===== config.mk =====
export PLATFORM = sky130hd
export DESIGN_NAME = imem_loader
export DESIGN_NICKNAME = d
export VERILOG_FILES = /design/src/rtl/imem_loader_pkg.sv /design/src/rtl/imem_word_packer.sv /design/src/rtl/imem_loader.sv
export SDC_FILE = /design/constraint.sdc
export NUM_CORES = 1
export LEC_CHECK = 0
export CAP_MARGIN = 0
export CORE_MARGIN = 5
export CORE_UTILIZATION = 55
export CTS_CLUSTER_DIAMETER = 100
export DETAILED_ROUTE_END_ITERATION = 16
export GPL_TIMING_DRIVEN = 0
export PLACE_DENSITY = 0.81
export SYNTH_ARGS = -nofsm -noshare
export SYNTH_HDL_FRONTEND = slang
export SYNTH_SLANG_ARGS = --single-unit

===== constraint.sdc =====
create_clock -name clk -period 3.61 [get_ports clk]
set_input_delay 0.722 -clock clk [delete_from_list [all_inputs] [get_ports clk]]
set_output_delay 0.722 -clock clk [all_outputs]
set_load 0.02 [all_outputs]

===== src/rtl/imem_loader_pkg.sv =====
// Shared types and constants for the instruction-memory byte loader.
// Optional checksum stage is enabled with IMEM_LOADER_CHECKSUM_EN.
package imem_loader_pkg;

    localparam int DEF_ADDR_W     = 6;
    localparam int BYTES_PER_WORD = 4;
    localparam int MAX_WORDS      = 64;
    localparam int LANE_W         = $clog2(BYTES_PER_WORD);

    typedef enum logic [2:0] {
        ST_IDLE  = 3'd0,
        ST_RECV  = 3'd1,
        ST_WRITE = 3'd2,
`ifdef IMEM_LOADER_CHECKSUM_EN
        ST_CSUM  = 3'd3,
`endif
        ST_DONE  = 3'd4
    } state_e;

    // Replace one little-endian byte lane of a word.
    function automatic logic [31:0] put_byte(input logic [31:0] word,
                                             input logic [LANE_W-1:0] lane,
                                             input logic [7:0] data);
        logic [31:0] res;
        res = word;
        res[int'(lane)*8 +: 8] = data;
        return res;
    endfunction

endpackage


===== src/rtl/imem_word_packer.sv =====
// Byte lane counter plus 32-bit little-endian word assembly register.
// word_next/last show the word as it stands including the byte accepted this cycle.
module imem_word_packer
    import imem_loader_pkg::*;
(
    input  logic        clk,
    input  logic        rst,
    input  logic        clr,
    input  logic        accept,
    input  logic [7:0]  data,
    output logic [31:0] word_next,
    output logic        last
);

    logic [LANE_W-1:0] lane_r;
    logic [31:0]       word_r;

    // Merge the incoming byte into the word being assembled
    always_comb begin
        word_next = word_r;
        last      = 1'b0;
        if (accept) begin
            word_next = put_byte(word_r, lane_r, data);
            last      = (lane_r == LANE_W'(BYTES_PER_WORD - 1));
        end else begin
            word_next = word_r;
            last      = 1'b0;
        end
    end

    // Lane counter wraps naturally back to lane 0 after the top byte
    always_ff @(posedge clk) begin
        if (rst) begin
            lane_r <= {LANE_W{1'b0}};
            word_r <= 32'h0000_0000;
        end else if (clr) begin
            lane_r <= {LANE_W{1'b0}};
            word_r <= 32'h0000_0000;
        end else if (accept) begin
            lane_r <= lane_r + {{(LANE_W-1){1'b0}}, 1'b1};
            word_r <= word_next;
        end
    end

endmodule


===== src/rtl/imem_loader.sv =====
// Streams bytes into 32-bit words and writes them to instruction memory from address 0.
// Define IMEM_LOADER_CHECKSUM_EN to append and verify a trailing checksum word.
module imem_loader
    import imem_loader_pkg::*;
#(
    parameter int ADDR_W = DEF_ADDR_W,
    parameter int DATA_W = 32
) (
    input  logic              clk,
    input  logic              rst,
    input  logic              start_i,
    input  logic [ADDR_W:0]   n_words_i,
    input  logic              byte_valid_i,
    input  logic [7:0]        byte_i,
    output logic              byte_ready_o,
    output logic              mem_we_o,
    output logic [ADDR_W-1:0] mem_addr_o,
    output logic [DATA_W-1:0] mem_wdata_o,
    output logic              busy_o,
    output logic              done_o,
    output logic              err_o
);

    localparam logic [ADDR_W:0] MAX_C  = {1'b1, {ADDR_W{1'b0}}};
    localparam logic [ADDR_W:0] ZERO_C = {(ADDR_W+1){1'b0}};
    localparam logic [ADDR_W:0] ONE_C  = {{ADDR_W{1'b0}}, 1'b1};
`ifdef IMEM_LOADER_CHECKSUM_EN
    localparam state_e ST_TAIL = ST_CSUM;
`else
    localparam state_e ST_TAIL = ST_DONE;
`endif

    state_e              state_r;
    state_e              state_next_s;
    logic [ADDR_W:0]     cnt_r;
    logic [ADDR_W:0]     cnt_inc_s;
    logic [ADDR_W:0]     n_words_r;
    logic [ADDR_W:0]     n_clamp_s;
    logic                accept_s;
    logic                pack_clr_s;
    logic [31:0]         pack_word_s;
    logic                pack_last_s;
    logic                byte_ready_r;
    logic                mem_we_r;
    logic [ADDR_W-1:0]   mem_addr_r;
    logic [DATA_W-1:0]   mem_wdata_r;
    logic                busy_r;
    logic                done_r;

    assign n_clamp_s = (n_words_i > MAX_C) ? MAX_C : n_words_i;
    assign cnt_inc_s = cnt_r + ONE_C;
    assign accept_s  = byte_valid_i & byte_ready_r;

    imem_word_packer u_packer (
        .clk       (clk),
        .rst       (rst),
        .clr       (pack_clr_s),
        .accept    (accept_s),
        .data      (byte_i),
        .word_next (pack_word_s),
        .last      (pack_last_s)
    );

    // State register
    always_ff @(posedge clk) begin
        if (rst) begin
            state_r <= ST_IDLE;
        end else begin
            state_r <= state_next_s;
        end
    end

    // Next-state logic
    always_comb begin
        state_next_s = state_r;
        pack_clr_s   = 1'b0;
        case (state_r)
            ST_IDLE: begin
                if (start_i) begin
                    pack_clr_s = 1'b1;
                    if (n_clamp_s == ZERO_C) begin
                        state_next_s = ST_TAIL;
                    end else begin
                        state_next_s = ST_RECV;
                    end
                end else begin
                    state_next_s = ST_IDLE;
                end
            end
            ST_RECV: begin
                if (pack_last_s) begin
                    state_next_s = ST_WRITE;
                end else begin
                    state_next_s = ST_RECV;
                end
            end
            ST_WRITE: begin
                if (cnt_inc_s == n_words_r) begin
                    state_next_s = ST_TAIL;
                end else begin
                    state_next_s = ST_RECV;
                end
            end
`ifdef IMEM_LOADER_CHECKSUM_EN
            ST_CSUM: begin
                if (pack_last_s) begin
                    state_next_s = ST_DONE;
                end else begin
                    state_next_s = ST_CSUM;
                end
            end
`endif
            ST_DONE:  state_next_s = ST_IDLE;
            default:  state_next_s = ST_IDLE;
        endcase
    end

    // Outputs are registered from the next state so they line up with it
    always_ff @(posedge clk) begin
        if (rst) begin
            cnt_r        <= ZERO_C;
            n_words_r    <= ZERO_C;
            byte_ready_r <= 1'b0;
            mem_we_r     <= 1'b0;
            mem_addr_r   <= {ADDR_W{1'b0}};
            mem_wdata_r  <= {DATA_W{1'b0}};
            busy_r       <= 1'b0;
            done_r       <= 1'b0;
        end else begin
            byte_ready_r <= (state_next_s == ST_RECV) || (state_next_s == ST_TAIL && state_next_s != ST_DONE);
            busy_r       <= (state_next_s != ST_IDLE) && (state_next_s != ST_DONE);
            done_r       <= (state_next_s == ST_DONE);
            mem_we_r     <= (state_next_s == ST_WRITE);
            if (state_r == ST_IDLE && start_i) begin
                n_words_r <= n_clamp_s;
                cnt_r     <= ZERO_C;
            end
            if (state_next_s == ST_WRITE) begin
                mem_addr_r  <= cnt_r[ADDR_W-1:0];
                mem_wdata_r <= pack_word_s;
            end
            if (state_r == ST_WRITE) begin
                cnt_r <= cnt_inc_s;
            end
        end
    end

`ifdef IMEM_LOADER_CHECKSUM_EN
    logic [31:0] sum_r;
    logic        err_r;

    // Running word sum and the trailing checksum comparison
    always_ff @(posedge clk) begin
        if (rst) begin
            sum_r <= 32'h0000_0000;
            err_r <= 1'b0;
        end else if (state_r == ST_IDLE && start_i) begin
            sum_r <= 32'h0000_0000;
            err_r <= 1'b0;
        end else if (state_r == ST_WRITE) begin
            sum_r <= sum_r + mem_wdata_r;
        end else if (state_r == ST_CSUM && pack_last_s) begin
            err_r <= (pack_word_s != sum_r);
        end
    end

    assign err_o = err_r;
`else
    assign err_o = 1'b0;
`endif

    assign byte_ready_o = byte_ready_r;
    assign mem_we_o     = mem_we_r;
    assign mem_addr_o   = mem_addr_r;
    assign mem_wdata_o  = mem_wdata_r;
    assign busy_o       = busy_r;
    assign done_o       = done_r;

endmodule


**After elaboration in Yosys (flattened, before gate mapping)**

Cells that the tools add are included.

- Logic and storage cells: 48
- Input port bits: 19
- Output and inout port bits: 43
- Flip-flop bits (word level): 93

- Magnitude comparators: 1
- Reduce and logical (&&, ||, !) cells: 9
- Eq/ne operators: 8
- Shifts and indexed selects: 2
- Mux-type cells: 13
- $add $sub $neg: 3
- Bitwise operators: 1

Operators by type and width:

| cell | number |
|---|---|
| $neg A5 Y33 | 1 |
| $shift A8 B33 Y32 const A | 1 |
| $shiftx A8 B33 Y32 | 1 |
| $bwmux W32 | 1 |
| $mux W32 | 1 |
| $mux W7 | 3 |
| $mux W3 | 3 |
| $pmux W3 S3 | 1 |
| $add A7 B1 Y7 const B | 1 |
| $eq A7 B7 Y1 | 1 |
| $gt A7 B7 Y1 const B | 1 |
| $logic_not A7 Y1 | 1 |
| $eq A3 B1 Y1 const B | 2 |
| $eq A3 B2 Y1 const B | 2 |
| $eq A3 B3 Y1 const B | 1 |
| $logic_and A1 B1 Y1 | 3 |
| $logic_not A3 Y1 | 1 |
| $mux W1 | 3 |
| $ne A3 B3 Y1 const B | 1 |
| $reduce_bool A3 Y1 | 1 |
| $add A2 B1 Y2 const B | 1 |
| $eq A2 B2 Y1 const B | 1 |
| $mux W2 | 1 |
| $reduce_bool A2 Y1 | 1 |
| 3 further kinds | 3 |

**Depth between registers and ports, before layout**

Gate-level depths: netlist of run 1.

- Depth after elaboration: 9
- Depth in mapped cells: 8
- Depth with buffers taken out: 6

**By module**

From an unflattened synthesis of run 1, not the netlist that was laid out.

- Cells, all modules: 451
- Area total of the unflattened synthesis: 3842.4 sq um

Modules (own cells, without submodules):

| module | times used | seq. area each (sq um) | cells an instance | area an instance (sq um) |
|---|---|---|---|---|
| imem_loader | 1 | 1181.1 | 291 | 2338.5 |
| imem_word_packer | 1 | 680.7 | 160 | 1503.9 |

**Worst setup path after synthesis of run 1**

No wires, ideal clock.

- Path type: register -> register
- Start: register u_packer.lane_r[0]
- End: register mem_wdata_r[11] (netlist: mem_wdata_o[11])
- Slack: 1597 ps
- Setup time: 81 ps
- Buffers on the path: 0
- Period minus slack after synthesis: 2013 ps
- Data required time: 3529 ps
- Data arrival time: 1931 ps
- Cell stages (with the launch flop): 7
- Path through: dfxtp_1 inv_2 ha_1 inv_2 nor4_4 a22oi_1 a211oi_2

- Longest elaborated chain between the ends: 5
- Elaborated cells on any way between the ends: 10
- Classes of those cells: 1 x add/sub; 2 x eq/ne; 2 x shift; 5 x mux

Ends and longest elaborated chain:

| element | line | RTL |
|---|---|---|
| from (decl) | imem_word_packer.sv:15 | `logic [LANE_W-1:0] lane_r;` |
| from (signal assigned) | imem_word_packer.sv:34 | `lane_r <= {LANE_W{1'b0}};` |
| from (signal assigned) | imem_word_packer.sv:37 | `lane_r <= {LANE_W{1'b0}};` |
| from (signal assigned) | imem_word_packer.sv:40 | `lane_r <= lane_r + {{(LANE_W-1){1'b0}}, 1'b1};` |
| branches (longest 5 deep; another with $neg A5 Y33) | -- |  |
| to (signal assigned) | imem_loader.sv:126 | `mem_wdata_r <= {DATA_W{1'b0}};` |
| to (signal assigned) | imem_loader.sv:140 | `mem_wdata_r <= pack_word_s;` |
| to (decl) | imem_loader.sv:46 | `logic [DATA_W-1:0] mem_wdata_r;` |

Parallel ways; which one is timed is not known.
A chain may end at the register's enable or synchronous reset.

**Worst setup path after layout of run 1**

- Start: register u_packer.lane_r[0]
- End: register mem_wdata_r[8] (netlist: mem_wdata_o[8])

Same word-level chain as after synthesis.

==> results of run 1 <==
cell families (layout without fill, tap and decap cells):
group                    count (synthesis)  in the layout  share of synthesized area [%]
adder cells (fa/ha/maj)                  6              6                           2.14
XOR/XNOR                                 8              8                           2.00
multiplexers                             2              2                          0.571
other                                    1              1                          0.107
buffers and inverters                   27            103                           4.18
flip-flops                              85             85                           48.6
AND/OR/NAND/NOR                        139            139                           20.6
AO/OA/AOI/OAI                           94             94                           21.9
layer usage:
metal / up-vias / share of wire (%) / global-route usage, %
li1: 1429 / - / -
met1: 1348 / 44 / 27.2
met2: 89 / 47 / 33.6
met3: 17 / 6.6 / 4.34
met4: 0 / 2.9 / 10.7
met5: - / 0 / 0
cells in the mapped netlist, drive strengths merged (2+ instances only):
library cell	instances
and3	2
o21ba	2
nor3b	3
o21ai	6
a211oi	26
nand2	32
a22o	5
buf	18
nor4	5
inv	3
ha	6
and2	3
xor2	4
a22oi	25
nor3	3
nor4b	2
mux2i	2
nor2	68
xnor2	4
a21oi	21
dfxtp	85
clkbuf	6
nand3	12
a31oi	6
nor2b	2
nand3b	3
area by class of cell:
cell class	instances	area, um2	area share [%]
Timing Repair Buffer	60	601	13.6
Clock inverter	6	72.6	1.65
Sequential cell	85	1700	38.7
Tap cell	77	96.3	2.19
Buffer	24	135	3.07
Inverter	3	11.3	0.256
Multi-Input combinational cell	250	1660	37.6
Clock buffer	10	128	2.90
power by group:
group	internal, uW	leakage [uW]	switching [uW]
registers	946	0.000686	6.95
clock network	326	0.0000971	352
logic	48.3	0.000710	70.9
sequential cells by signal (all words and copies together), names as in the netlist:
register / flops
byte_ready_o: 1
u_packer.lane_r: 2
u_packer.word_r: 24
mem_wdata_o: 32
busy_o: 1
mem_we_o: 1
mem_addr_o: 6
state_r: 3
cnt_r: 7
done_o: 1
n_words_r: 7
metrics by stage:
stage / hold slack [ps] / cell area [um2] / setup slack (ps) / total power (uW) / util [%]
floorplan: 445 / 3500 / 1600 / 1040 / -
detailed placement: 448 / 4200 / 1010 / 1090 / 66.9
CTS: 459 / 4400 / 1230 / 1760 / 70.1
global route: 484 / 4400 / 1040 / 1810 / 70.1
finish: 456 / 4400 / 1240 / 1750 / 70.1
global placement: 444 / 4200 / 1040 / 1090 / 66.9
tightest hold or removal path, cell delays in order, from the launching register on:
cell and delay (ps):
dfxtp_1 310, nand2_1 50, a21oi_1 50
path summary, 6_finish.rpt:
kind	from	to	slack [ps]	cells after the start
worst max-delay path	u_packer.lane_r[0]	mem_wdata_o[8]	1240	6
worst min-delay path	mem_addr_o[0]	mem_addr_o[0]	460	2
worst max register to register	u_packer.lane_r[0]	mem_wdata_o[8]	1240	6
worst min register to register	mem_addr_o[0]	mem_addr_o[0]	460	2
==> impl_metrics.py, run 1 <==
metrics = {
    "status": {
        "status": "completed",
    },
    "floorplan": {
        "io_pins": 62,
        "start_util_pct": 55.8,
        "num_rows": 29,
        "die_w_um": 89.8,
        "coreArea_um2": 6280,
        "die_area_um2": 8070,
        "die_y_um": 89.8,
    },
    "placed_design": {
        "dpl.hpwl_mm": 6.14,
        "routabilityCongestion": 0.855,
        "placed_cells": 499,
        "port_buffers": 60,
    },
    "final_layout": {
        "antenna_cells": 0,
        "layout-drive-gt1-share_pct": 16.9,
        "fillers": 500,
        "fin_nets": 458,
        "final_common_cell": "dfxtp_1",
        "final_cells": 515,
        "layout_common_cells": "85 x dfxtp_1, 67 x nor2_1, 60 x clkdlybuf4s50_1",
        "syn2layout_area_growth_pct": 25.6,
    },
    "yosys": {
        "synth_edf_count": 0,
        "yosysUniqueCellTypes": 47,
        "synth_ff_type": "dfxtp_1",
        "synth.area.top_cells": "dfxtp_1 49%, a211oi_2 8.6%, nor2_1 7.2%",
        "yosys.area.top_type": "dfxtp_1",
        "avgSynthCellArea_um2": 9.68,
        "syn-num-nets": 387,
        "synth-seq-cells": 85,
        "netlist.area_leader.share_pct": 48.6,
        "syn-cell-area_um2": 3500,
        "synth_seq_area_share_pct": 48.6,
        "synthCells": 362,
        "ys_async_sr_fraction_pct": 0,
        "ys_warn_count": 0,
    },
    "timing": {
        "fin_crit_sh_pct": 65.6,
        "setup_violations": 0,
        "max_freq_mhz": 422,
        "drv_slew": 0,
        "rsz0062_at_grt": "false",
        "slew_headroom_pct": 52.7,
        "min_period_ps": 2370,
        "skew_ps": 10.3,
        "final-hold-violation-count": 0,
        "tightest_slew_ps": 709,
        "fin_setup_tns_ps": 0,
    },
    "routing": {
        "drt_iter0_drc": 151,
        "num_vias": 2883,
        "drc_errors": 0,
        "finalWirelength_mm": 8.34,
        "avgRoutedWirePerCell_um": 16.2,
        "viasPerCell": 5.60,
        "drtPass1Iterations": 4,
        "detail-route-antenna-nets": 0,
    },
    "setup_path": {
        "slowest_delay_ps": 590,
        "critPathSlowestCell": "dfxtp_1",
        "endpoint_kind": "flop",
        "crit_top_cell": "inv_2",
        "cp.arrival_ps": 2640,
        "crit_fanout": 8,
        "start_kind": "flop",
        "critical_path_class": "reg2reg",
        "cp_num_buf_inv": 2,
        "critPathTopFamily": "flip-flops",
        "cp.required_ps": 3880,
        "cp_cell_sequence": "inv_2 > ha_1 > inv_2 > nor4_4 > a22oi_1 > a211oi_2",
    },
    "power": {
        "powerDensity_nw_per_um2": 398,
        "p_leak_uw": 0.00149,
        "ir_drop_mv": 0.256,
    },
    "global_routing": {
        "grt_pass1_wl_mm": 14.0,
        "grt_max_degree": 16,
        "grtUsageTotal_pct": 21.2,
        "grt_pass1_vias": 2818,
        "antenna_found_initial": 0,
        "grt.overflow.total": 0,
    },
    "min_path": {
        "min_path_type": "reg2reg",
    },
    "clock_network": {
        "hold_buffers": 0,
        "htree_levels": 3,
        "clockBufferDepth": 2,
        "clkSinkCount": 85,
        "root_buffer": "clkbuf_8",
        "clk_pin_slew_ps": 80,
        "cts_tree": "built",
        "cts_setup_buffers": 0,
        "ctsResizeCount": 0,
        "clk_latency_ps": 360,
        "cts_made_buffers": 9,
    },
    "job": {
        "maxCapViolations": 0,
    },
}
No activity file was read; power rests on OpenSTA's default activity.
==> run 2: changes to the inputs <==
--- a/config.mk
+++ b/config.mk
@@ -7,11 +7,11 @@
 export LEC_CHECK = 0
 export CAP_MARGIN = 0
 export CORE_MARGIN = 5
-export CORE_UTILIZATION = 55
+export CORE_UTILIZATION = 52
 export CTS_CLUSTER_DIAMETER = 100
 export DETAILED_ROUTE_END_ITERATION = 16
 export GPL_TIMING_DRIVEN = 0
-export PLACE_DENSITY = 0.81
+export PLACE_DENSITY = 0.77
 export SYNTH_ARGS = -nofsm -noshare
 export SYNTH_HDL_FRONTEND = slang
 export SYNTH_SLANG_ARGS = --single-unit
==> constraint.sdc (replaced) <==
create_clock -name clk -period 2.3 [get_ports clk]
set_input_delay 0.46 -clock clk [delete_from_list [all_inputs] [get_ports clk]]
set_output_delay 0.46 -clock clk [all_outputs]
set_load 0.02 [all_outputs]
==> run 2 against run 1 <==
Routed wire length down 0.53%. Clock skew up 2.5 ps. Clock power up 41%. Register-to-register slack worse by 1100 ps. Largest cell class unchanged. First-iteration DRC count up 4.6%. Cell area down 0.45%. Worst hold slack better by 0.65 ps. Power up 51%.
==> impl_metrics.py, run 2 (synthesis results as in run 1) <==
metrics = {
    "timing": {
        "drv_slew": 0,
        "tightest_slew_ps": 852,
        "skew_ps": 12.7,
        "rsz0062_at_grt": "false",
        "min_period_ps": 2130,
        "final-hold-violation-count": 0,
        "slew_headroom_pct": 43.2,
        "fin_setup_tns_ps": 0,
        "setup_violations": 0,
        "max_freq_mhz": 469,
        "fin_crit_sh_pct": 92.8,
    },
    "setup_path": {
        "critical_path_class": "reg2reg",
        "critPathSlowestCell": "nor4_4",
        "start_kind": "flop",
        "cp.required_ps": 2580,
        "cp.arrival_ps": 2410,
        "endpoint_kind": "flop",
        "r2r_slack_ps": 170,
        "critPathTopFamily": "simple AND/OR/NAND/NOR gates",
        "crit_fanout": 8,
        "slowest_delay_ps": 500,
        "cp_cell_sequence": "inv_2 > ha_1 > inv_2 > nor4_4 > a22oi_1 > a211oi_2",
        "cp_num_buf_inv": 2,
        "crit_top_cell": "inv_2",
    },
    "routing": {
        "viasPerCell": 5.58,
        "avgRoutedWirePerCell_um": 16.0,
        "detail-route-antenna-nets": 0,
        "finalWirelength_mm": 8.30,
        "drtPass1Iterations": 5,
        "drc_errors": 0,
        "drt_iter0_drc": 158,
        "num_vias": 2889,
    },
    "power": {
        "powerDensity_nw_per_um2": 602,
        "ir_drop_mv": 0.365,
        "p_leak_uw": 0.00147,
    },
    "clock_network": {
        "clk_pin_slew_ps": 90,
        "clkSinkCount": 85,
        "cts_setup_buffers": 0,
        "cts_made_buffers": 9,
        "clockBufferDepth": 2,
        "htree_levels": 3,
        "cts_tree": "built",
        "clk_latency_ps": 360,
        "hold_buffers": 0,
        "root_buffer": "clkbuf_8",
    },
    "final_layout": {
        "antenna_cells": 0,
        "syn2layout_area_growth_pct": 25.0,
        "final_common_cell": "dfxtp_1",
        "largest_reg_flops": 32,
        "layout-drive-gt1-share_pct": 17.1,
        "layout_common_cells": "84 x dfxtp_1, 67 x nor2_1, 60 x clkdlybuf4s50_1",
        "stdcell_area_um2": 4380,
        "fin_nets": 458,
    },
    "global_routing": {
        "grt_pass1_vias": 2753,
        "antenna_found_initial": 0,
        "grt.overflow.total": 0,
        "grt_pass1_wl_mm": 13.5,
        "grt_max_degree": 16,
        "grtUsageTotal_pct": 20.3,
    },
    "status": {
        "status": "completed",
    },
    "floorplan": {
        "coreArea_um2": 6680,
        "die_y_um": 92.1,
        "die_area_um2": 8480,
        "num_rows": 30,
        "die_w_um": 92.1,
        "start_util_pct": 52.4,
        "io_pins": 62,
    },
    "placed_design": {
        "dpl.hpwl_mm": 5.96,
        "routabilityCongestion": 0.828,
        "port_buffers": 60,
        "placed_area_um2": 4200,
    },
    "min_path": {
        "min_path_type": "reg2reg",
    },
    "job": {
        "maxCapViolations": 0,
    },
}
-- run 2: cell types whose count changed in the layout (fill, tap and decap cells not counted) --
cell | previous run | this run
bufinv_16 | 1 | 0
inv_6 | 1 | 2
clkinv_4 | 3 | 0
dfxtp_1 | 85 | 84
dfxtp_2 | 0 | 1
clkinvlp_4 | 1 | 4
-- run 2: worst register-to-register path, cell delays in order, from the launching register on --
cell	delay, ps
dfxtp_2	450
inv_2	120
ha_1	450
inv_2	110
nor4_4	500
a22oi_1	190
a211oi_2	240
-- run 2: cell type report --
| class | instances | area, um2 |
|---|---|---|
| fill | 557 | 2300 |
| clock buffer | 10 | 128 |
| inverter | 3 | 11.3 |
| clock inverter | 6 | 47.5 |
| tap | 80 | 100 |
| sequential | 85 | 1700 |
| timing repair buffer | 60 | 601 |
| buffer | 24 | 135 |
| multi-input combinational | 250 | 1660 |
-- run 2: metrics by stage --
step           hold slack, ps  setup WS (ps)  utilization, %  instances  total power [uW]
2_1_floorplan             445            287               -        362              1640
3_3_place_gp              444          -27.6            62.9        502              1710
3_5_place_dp              445          -40.0            62.9        502              1720
4_1_cts                   457            146            65.6        518              2650
5_1_grt                   479           2.36            65.6        518              2730
6_report                  456            166            65.6        518              2640
-- run 2: where the power goes --
group / internal [uW] / leakage [uW] / switching [uW] / total [uW]
clock network: 399 / 0.0000755 / 556 / 955
registers: 1480 / 0.000687 / 10.3 / 1490
logic: 75.8 / 0.000710 / 113 / 189
-- run 2: metal layers --
| layer | vias up | GRT usage [%] | share of wire (%) |
|---|---|---|---|
| li1 | 1422 | - | - |
| met1 | 1379 | 25.9 | 45 |
| met2 | 79 | 33.2 | 48 |
| met3 | 9 | 6.32 | 5.6 |
| met4 | 0 | 5.32 | 1.2 |
| met5 | - | 0 | 0 |
-- run 2: worst paths after layout --
check,to,from,cells past startpoint
max,mem_wdata_o[16],u_packer.lane_r[0],6
min,mem_addr_o[4],mem_addr_o[4],2
max reg2reg,mem_wdata_o[16],u_packer.lane_r[0],6
min reg2reg,mem_addr_o[4],mem_addr_o[4],2
-- run 2: what timing repair did --
action,in CTS,in global routing
endpoints found under the setup margin,13,0
resized for setup,1,0
hold endpoints to repair,0,0
